==> src/rtl/zxn_mister_pkg.sv <==
// Shared types and constants for the ZXN MiSTer glue logic.
// Holds the memory-clear sequencer states and the default fill pattern.
package zxn_mister_pkg;

    typedef enum logic [1:0] {
        REQ_WAIT,
        CLEAR,
        HOLD,
        IDLE
    } clr_state_t;

    localparam logic [63:0] DEFAULT_FILL = '1;

endpackage

==> src/rtl/mem_clear_seq.sv <==
// Clears memory from address 0 to a latched end address, then holds the core
// in reset for a programmable number of cycles before releasing it.
module mem_clear_seq
    import zxn_mister_pkg::*;
#(
    parameter int              AW          = 21,
    parameter int              DW          = 8,
    parameter logic [DW-1:0]   FILL        = DEFAULT_FILL[DW-1:0],
    parameter int              N_SRC       = 4,
    parameter int              HOLD_CYCLES = 16
) (
    input  logic               clk_sys,
    input  logic               RESET,
    input  logic [N_SRC-1:0]   req,
    input  logic [AW-1:0]      end_addr,
    input  logic               mem_wait,
    output logic [AW-1:0]      mem_addr,
    output logic [DW-1:0]      mem_din,
    output logic               mem_we,
    output logic               reset_o,
    output logic               busy,
    output logic               done
);

    clr_state_t    r_state;
    logic [AW-1:0] r_addr;
    logic [AW-1:0] r_endQ;
    logic [7:0]    r_hold;
    logic          r_we;
    logic          r_resetO;
    logic          r_busy;
    logic          r_done;

    logic          w_anyReq;
    logic          w_accept;

    assign w_anyReq = |req;
    assign w_accept = r_we & ~mem_wait;

    // Any request wins over every other transition, including the final
    // write and hold expiry, so a pending done is simply never raised.
    always_ff @(posedge clk_sys or posedge RESET) begin
        if (RESET) begin
            r_state  <= REQ_WAIT;
            r_addr   <= '0;
            r_endQ   <= '0;
            r_hold   <= '0;
            r_we     <= 1'b0;
            r_resetO <= 1'b1;
            r_busy   <= 1'b1;
            r_done   <= 1'b0;
        end else begin
            r_done <= 1'b0;
            if (w_anyReq) begin
                r_state  <= REQ_WAIT;
                r_addr   <= '0;
                r_we     <= 1'b0;
                r_resetO <= 1'b1;
                r_busy   <= 1'b1;
            end else begin
                case (r_state)
                    REQ_WAIT: begin
                        r_endQ  <= end_addr;
                        r_addr  <= '0;
                        r_we    <= 1'b1;
                        r_state <= CLEAR;
                    end
                    CLEAR: begin
                        if (w_accept) begin
                            // Stop on the end address before incrementing so an
                            // all-ones end address never wraps back to zero.
                            if (r_addr == r_endQ) begin
                                r_we <= 1'b0;
                                if (HOLD_CYCLES == 0) begin
                                    r_state  <= IDLE;
                                    r_resetO <= 1'b0;
                                    r_busy   <= 1'b0;
                                    r_done   <= 1'b1;
                                end else begin
                                    r_state <= HOLD;
                                    r_hold  <= 8'(HOLD_CYCLES);
                                end
                            end else begin
                                r_addr <= r_addr + AW'(1);
                            end
                        end
                    end
                    HOLD: begin
                        r_hold <= r_hold - 8'd1;
                        if (r_hold <= 8'd1) begin
                            r_state  <= IDLE;
                            r_resetO <= 1'b0;
                            r_busy   <= 1'b0;
                            r_done   <= 1'b1;
                        end
                    end
                    IDLE: begin
                        r_state <= IDLE;
                    end
                    default: begin
                        r_state <= REQ_WAIT;
                    end
                endcase
            end
        end
    end

    assign mem_addr = r_addr;
    assign mem_din  = FILL;
    assign mem_we   = r_we;
    assign reset_o  = r_resetO;
    assign busy     = r_busy;
    assign done     = r_done;

endmodule

==> config.mk <==
export PLATFORM = sky130hd
export DESIGN_NAME = mem_clear_seq
export DESIGN_NICKNAME = d
export VERILOG_FILES = /design/src/rtl/zxn_mister_pkg.sv /design/src/rtl/mem_clear_seq.sv
export SDC_FILE = /design/constraint.sdc
export NUM_CORES = 1
export LEC_CHECK = 0
export ABC_AREA = 0
export CAP_MARGIN = 20
export CORE_UTILIZATION = 49
export CTS_CLUSTER_SIZE = 25
export DETAILED_ROUTE_END_ITERATION = 8
export PLACE_DENSITY = 0.76
export SLEW_MARGIN = 10
export SYNTH_ARGS = -nofsm -noshare
export SYNTH_HDL_FRONTEND = slang
export SYNTH_SLANG_ARGS = --single-unit
==> constraint.sdc <==
create_clock -name clk_sys -period 3.5 [get_ports clk_sys]
set_clock_uncertainty 0.1 [all_clocks]
set_input_delay 0.7 -clock clk_sys [delete_from_list [all_inputs] [get_ports clk_sys]]
set_output_delay 0.7 -clock clk_sys [all_outputs]
set_load 0.02 [all_outputs]
Word level (Yosys, flattened, before mapping)
Index checks and enable logic that the tools add are counted.
{"block": "classes", "add_sub_neg": 2, "bitwise": 3, "n_eq_ne": 10, "n_lt_le_gt_ge": 1, "reduce_logical": 12, "mux": 22}
{"op": "$mux 21", "n": 3}
{"op": "$pmux 21 s2", "n": 1}
{"op": "$add 21x1->21 const B", "n": 1}
{"op": "$eq 21x21->1", "n": 1}
{"op": "$mux 8", "n": 2}
{"op": "$pmux 8 s2", "n": 1}
{"op": "$ne 3x3->1 const B", "n": 4}
{"op": "$mux 1", "n": 9}
{"op": "$reduce_and 3->1", "n": 3}
{"op": "$le 8x1->1 const B", "n": 1}
{"op": "$mux 2", "n": 4}
{"op": "$pmux 2 s4", "n": 1}
{"op": "$sub 8x1->8 const B", "n": 1}
{"op": "$reduce_bool 2->1", "n": 3}
{"op": "$eq 2x2->1 const B", "n": 2}
{"op": "$ne 2x2->1 const B", "n": 2}
{"op": "$reduce_and 2->1", "n": 2}
{"op": "$reduce_and 4->1", "n": 1}
{"op": "$reduce_or 4->1", "n": 1}
{"op": "$reduce_bool 3->1", "n": 1}
{"op": "$eq 2x1->1 const B", "n": 1}
{"op": "$logic_not 2->1", "n": 1}
{"op": "$not 1->1", "n": 2}
{"op": "$pmux 1 s2", "n": 1}
{"op": "$and 1x1->1", "n": 1}
{"block": "word_totals", "output_inout_bits": 33, "in_bits": 28, "register_bits": 55}

Longest topological paths before layout
{"block": "logic_depth", "ltp_word": 5, "mapped_depth": 9}

Worst setup path before layout
No wires, ideal clock.
{"block": "synth_path", "kind": "input port to flip-flop", "start": "input port req[3]", "end": "register r_addr[8] (netlist: mem_addr[8])", "arrival_time_ns": 2.223, "setup_time_ns": 0.069, "required_time_ns": 3.331, "path_slack_ns": 1.108, "stages": 7, "n_path_buf": 2, "path_cell_list": "or4_1 > buf_4 > nor2_8 > nand2_2 > buf_6 > or4_1 > nand3_1"}
{"block": "synth_between", "elab_chain_cells": 3, "word_cells_on_any_way": 6, "cone_classes": "eq/ne: 2; mux: 1; reduce/logical: 3"}
{"element": "from (decl)", "line_no": "mem_clear_seq.sv:14", "text": "input logic [N_SRC-1:0] req,"}
{"element": "$reduce_or 4->1 *", "line_no": "mem_clear_seq.sv:37", "text": "assign w_anyReq = |req;"}
{"element": "$ne 3x3->1 (no line) or $reduce_bool 3->1 (tied branches)"}
{"element": "$reduce_and 3->1 (no line)"}
{"element": "to (signal assigned)", "line_no": "mem_clear_seq.sv:84", "text": "r_addr <= r_addr + AW'(1);"}
{"element": "to (decl)", "line_no": "mem_clear_seq.sv:26", "text": "logic [AW-1:0] r_addr;"}
Mark *: on every way between the ends. The rest lies on a longest branch, timed or not.
A chain may end at the register's enable or synchronous reset.

Final worst setup path
{"block": "layout_path", "start": "input port req[3]", "end": "register r_addr[7] (netlist: mem_addr[7])"}
Same word-level chain as after synthesis.

==> impl_results.md <==
* Status: completed
* Largest family of logic cells by synthesized area: simple AND/OR/NAND/NOR gates
* Fin. Hold Viols at 0
* Critical-path cell list: clkdlybuf4s50_1, or4_1, nor2_8, nand2_2, or4_1, o21ai_0
* RSZ-0062 raised after global routing: false
* Largest net degree at the start of global routing at 56
* Synth cell types at 49
* TritonCTS clock tree: built
* Family with the most delay on the worst path: simple AND/OR/NAND/NOR gates
* Worst R2R Start: mem_addr[13]
* Buffers added on ports at 52
* HPWL after DPL at 5130 microns
* Synth Area in Compound Gates at 12.3%
* Buffer and inverter count on the worst path at 1
* Number of setup buffers added after CTS at 0
* Post_cts resized at 0
* Worst Tran Pin Value at 521 ps
* LEAKAGE at 1.60 nW
* Root Driver: clkbuf_8
* N_diodes at 0
* # clock sinks at 55
* CTS clk-pin slew, worst paths at 110 ps
* Drt drc at 0
* Power, Total at 1.36 mW
* Max-Cap Viols at 0
* Post-route insts no fill at 446
* Cell Area, Placed at 3700 sq um
* Reg2reg setup slack at 1130 ps
* Die Wd at 82.2 microns
* Routed wire length at 7070 microns
* Final setup viols at 0
* Post-synthesis sequential area ratio at 43.7%
* Post-route minimum period at 2780 ps
* Dpl ws at 399 ps
* Ys Warns at 0
* Critical path fanouts, max at 13
* Fin. max-slew vios at 0
* Mux cell area share after synthesis at 7.86%
* Fmax at 360 MHz
* Cell Rows at 28
* Post-Synth XOR/XNOR Area at 5.83%
* Antenna violations before repair at 0
* Adder-cell share of the synthesized area at 1.19%
* Drt initial violations at 219
* Setup crit start: req[3]
* WL per Instance at 15.9 microns
* CP peak stage delay at 670 ps
* Cells after Synth at 323
* Die area at 6760 sq um
* Ports at 61
* Htree depth at 2
* EDFF count, synth at 0
* DR pass1 iterations at 5
* Mapped cell area at 3150 sq um
* Via count at 2656
* Critical path data arrival time at 2910 ps
* DIE HEIGHT at 82.2 microns
* Critical path destination: mem_addr[7]
* Cell mode on critical path: or4_1
* Setup ws final at 721 ps
* Period Utilization, post-route at 79.4%
* Number of global-route vias before repair at 2340
* Worst Hold Class: reg -> reg
* Starting density of the core at 52.0%
* Max_slew headroom at 65.2%
* Fraction of registers with async set/reset at 100%
* CP required at 3630 ps
* FF+latch count, synth at 55
* Pwr/cell area at 356 nW/um^2
* Cts bufs inserted at 5
* Average vias per placed instance at 5.96
* Placer Congestion at 0.803
* R2r endpoint: mem_addr[3]
* Antenna Nets Post-Route at 0
* Overall routing resource usage at 22.5%
* Grt total ovfl at 0
* Clock buffer depth at 2
* Hold buffers post-CTS at 0
* WS Path Type: in -> reg
* Placed Instances at 438
* Peak supply drop at 267 uV
* Share of cells above drive strength 1 at 12.7%
* Nets at 401
* Post-synthesis simple-gate area fraction at 23.5%
* First-pass GRT wire length at 11300 microns
* Slowest cell on crit path: or4_1
* Design area at 3820 sq um
* Clk Latency, worst-skew pair at 320 ps
* Core area at 6060 sq um
* Worst Setup End Kind: flop
* CP Depth at 6
* Critical Path Start Type: primary input
* R2R depth at 6
* Area Overhead vs Synth at 21.2%
* TNS Setup at 0 ps
* Synth Flop Type: dfrtp_1
* Synthesized area per cell at 9.76 sq um
## power breakdown
part	internal, mW	switching [mW]
combinational	0.108	0.0742
sequential	0.696	0.0412
clock	0.217	0.222
total	1.02	0.338
## per-layer routing
| metal | wire length [microns] | share of wire, % | track usage, % | vias up |
|---|---|---|---|---|
| met5 | 0 | 0 | 0 | - |
| met4 | 80 | 1.1 | 7.19 | 0 |
| met3 | 385 | 5.4 | 3.52 | 6 |
| met2 | 3380 | 48 | 35.5 | 99 |
| met1 | 3230 | 46 | 31.7 | 1280 |
| li1 | - | - | - | 1271 |
## registers in the layout (all words and copies together) (netlist names)
name,count
mem_we,1
mem_addr,21
done,1
busy,1
r_hold,8
r_endQ,21
r_state,2
## kinds of logic after synthesis
family / count (synthesis)
buf+inv: 31
mux: 22
compound gates: 54
fa+ha+maj: 3
other cells: 1
flops: 55
simple gates: 136
xor+xnor: 21
## worst reg2reg max path: stages, from the launching register on
cell and delay (ps):
dfrtp_1 480, xor2_1 210, nor4_1 370, nand4_1 240, or2_2 460, or3_1 380, nand3_1 90
## how the worst min path moves through the flow
stage | from | endpoint | slack, ps | cells after the start
5_1_grt | r_endQ[3] | r_endQ[3] | 450 | 1
6_report | busy | busy | 430 | 2
3_3_place_gp | busy | busy | 400 | 2
2_1_floorplan | r_hold[4] | r_hold[4] | 390 | 1
3_5_place_dp | r_endQ[3] | r_endQ[3] | 410 | 1
4_1_cts | busy | busy | 430 | 2
## placed cells by master (no fill, tap or decap), drive strengths merged, types with 7 or more instances in the layout
| cell | instances |
|---|---|
| conb | 8 |
| nand3 | 20 |
| xor2 | 18 |
| clkdlybuf4s50 | 52 |
| buf | 7 |
| or4 | 8 |
| nand4 | 10 |
| mux2 | 22 |
| o311ai | 7 |
| nor2 | 21 |
| o21ai | 7 |
| a21oi | 8 |
| dfrtp | 54 |
| nor4 | 8 |
| o211ai | 13 |
| nand2 | 36 |
## through the flow
step | util, % | hold slack [ps]
floorplan | - | 385
global placement | 61.1 | 397
detailed placement | 61.1 | 415
CTS | 63.0 | 432
global route | 63.0 | 449
finish | 63.0 | 426
## cells in the mapped netlist (2+ instances only)
master | n | area [sq um]
a31oi_1 | 4 | 25.0
nor3b_1 | 2 | 15.0
and3_1 | 4 | 25.0
nor4_1 | 7 | 43.8
nand3b_1 | 2 | 15.0
xor2_1 | 18 | 158
buf_4 | 11 | 82.6
mux2_2 | 22 | 248
nand4_1 | 10 | 62.6
dfrtp_1 | 54 | 1350
o41ai_1 | 3 | 26.3
a21oi_1 | 7 | 35.0
or3_1 | 6 | 37.5
o211ai_1 | 13 | 97.6
o21ai_0 | 7 | 35.0
a21o_1 | 2 | 15.0
nor2b_1 | 2 | 12.5
nand2b_1 | 5 | 31.3
nor2_1 | 18 | 67.6
o311ai_0 | 7 | 61.3
clkbuf_1 | 8 | 30.0
nand4b_1 | 3 | 26.3
nand2_1 | 35 | 131
or4_1 | 8 | 60.1
nor2_2 | 2 | 12.5
nand3_1 | 20 | 100
nor3_1 | 4 | 20.0
inv_1 | 5 | 18.8
ha_1 | 3 | 37.5
buf_2 | 6 | 30.0
xnor2_1 | 3 | 26.3
o31ai_1 | 5 | 37.5
## area by class of cell
cell class	instances	area [sq um]
fill	505	2240
multi-input combinational	244	1630
clock inverter	3	47.5
tap	75	93.8
clock buffer	5	68.8
timing repair buffer	59	586
inverter	5	18.8
sequential	55	1380
Power figures use the tool's default switching activity.
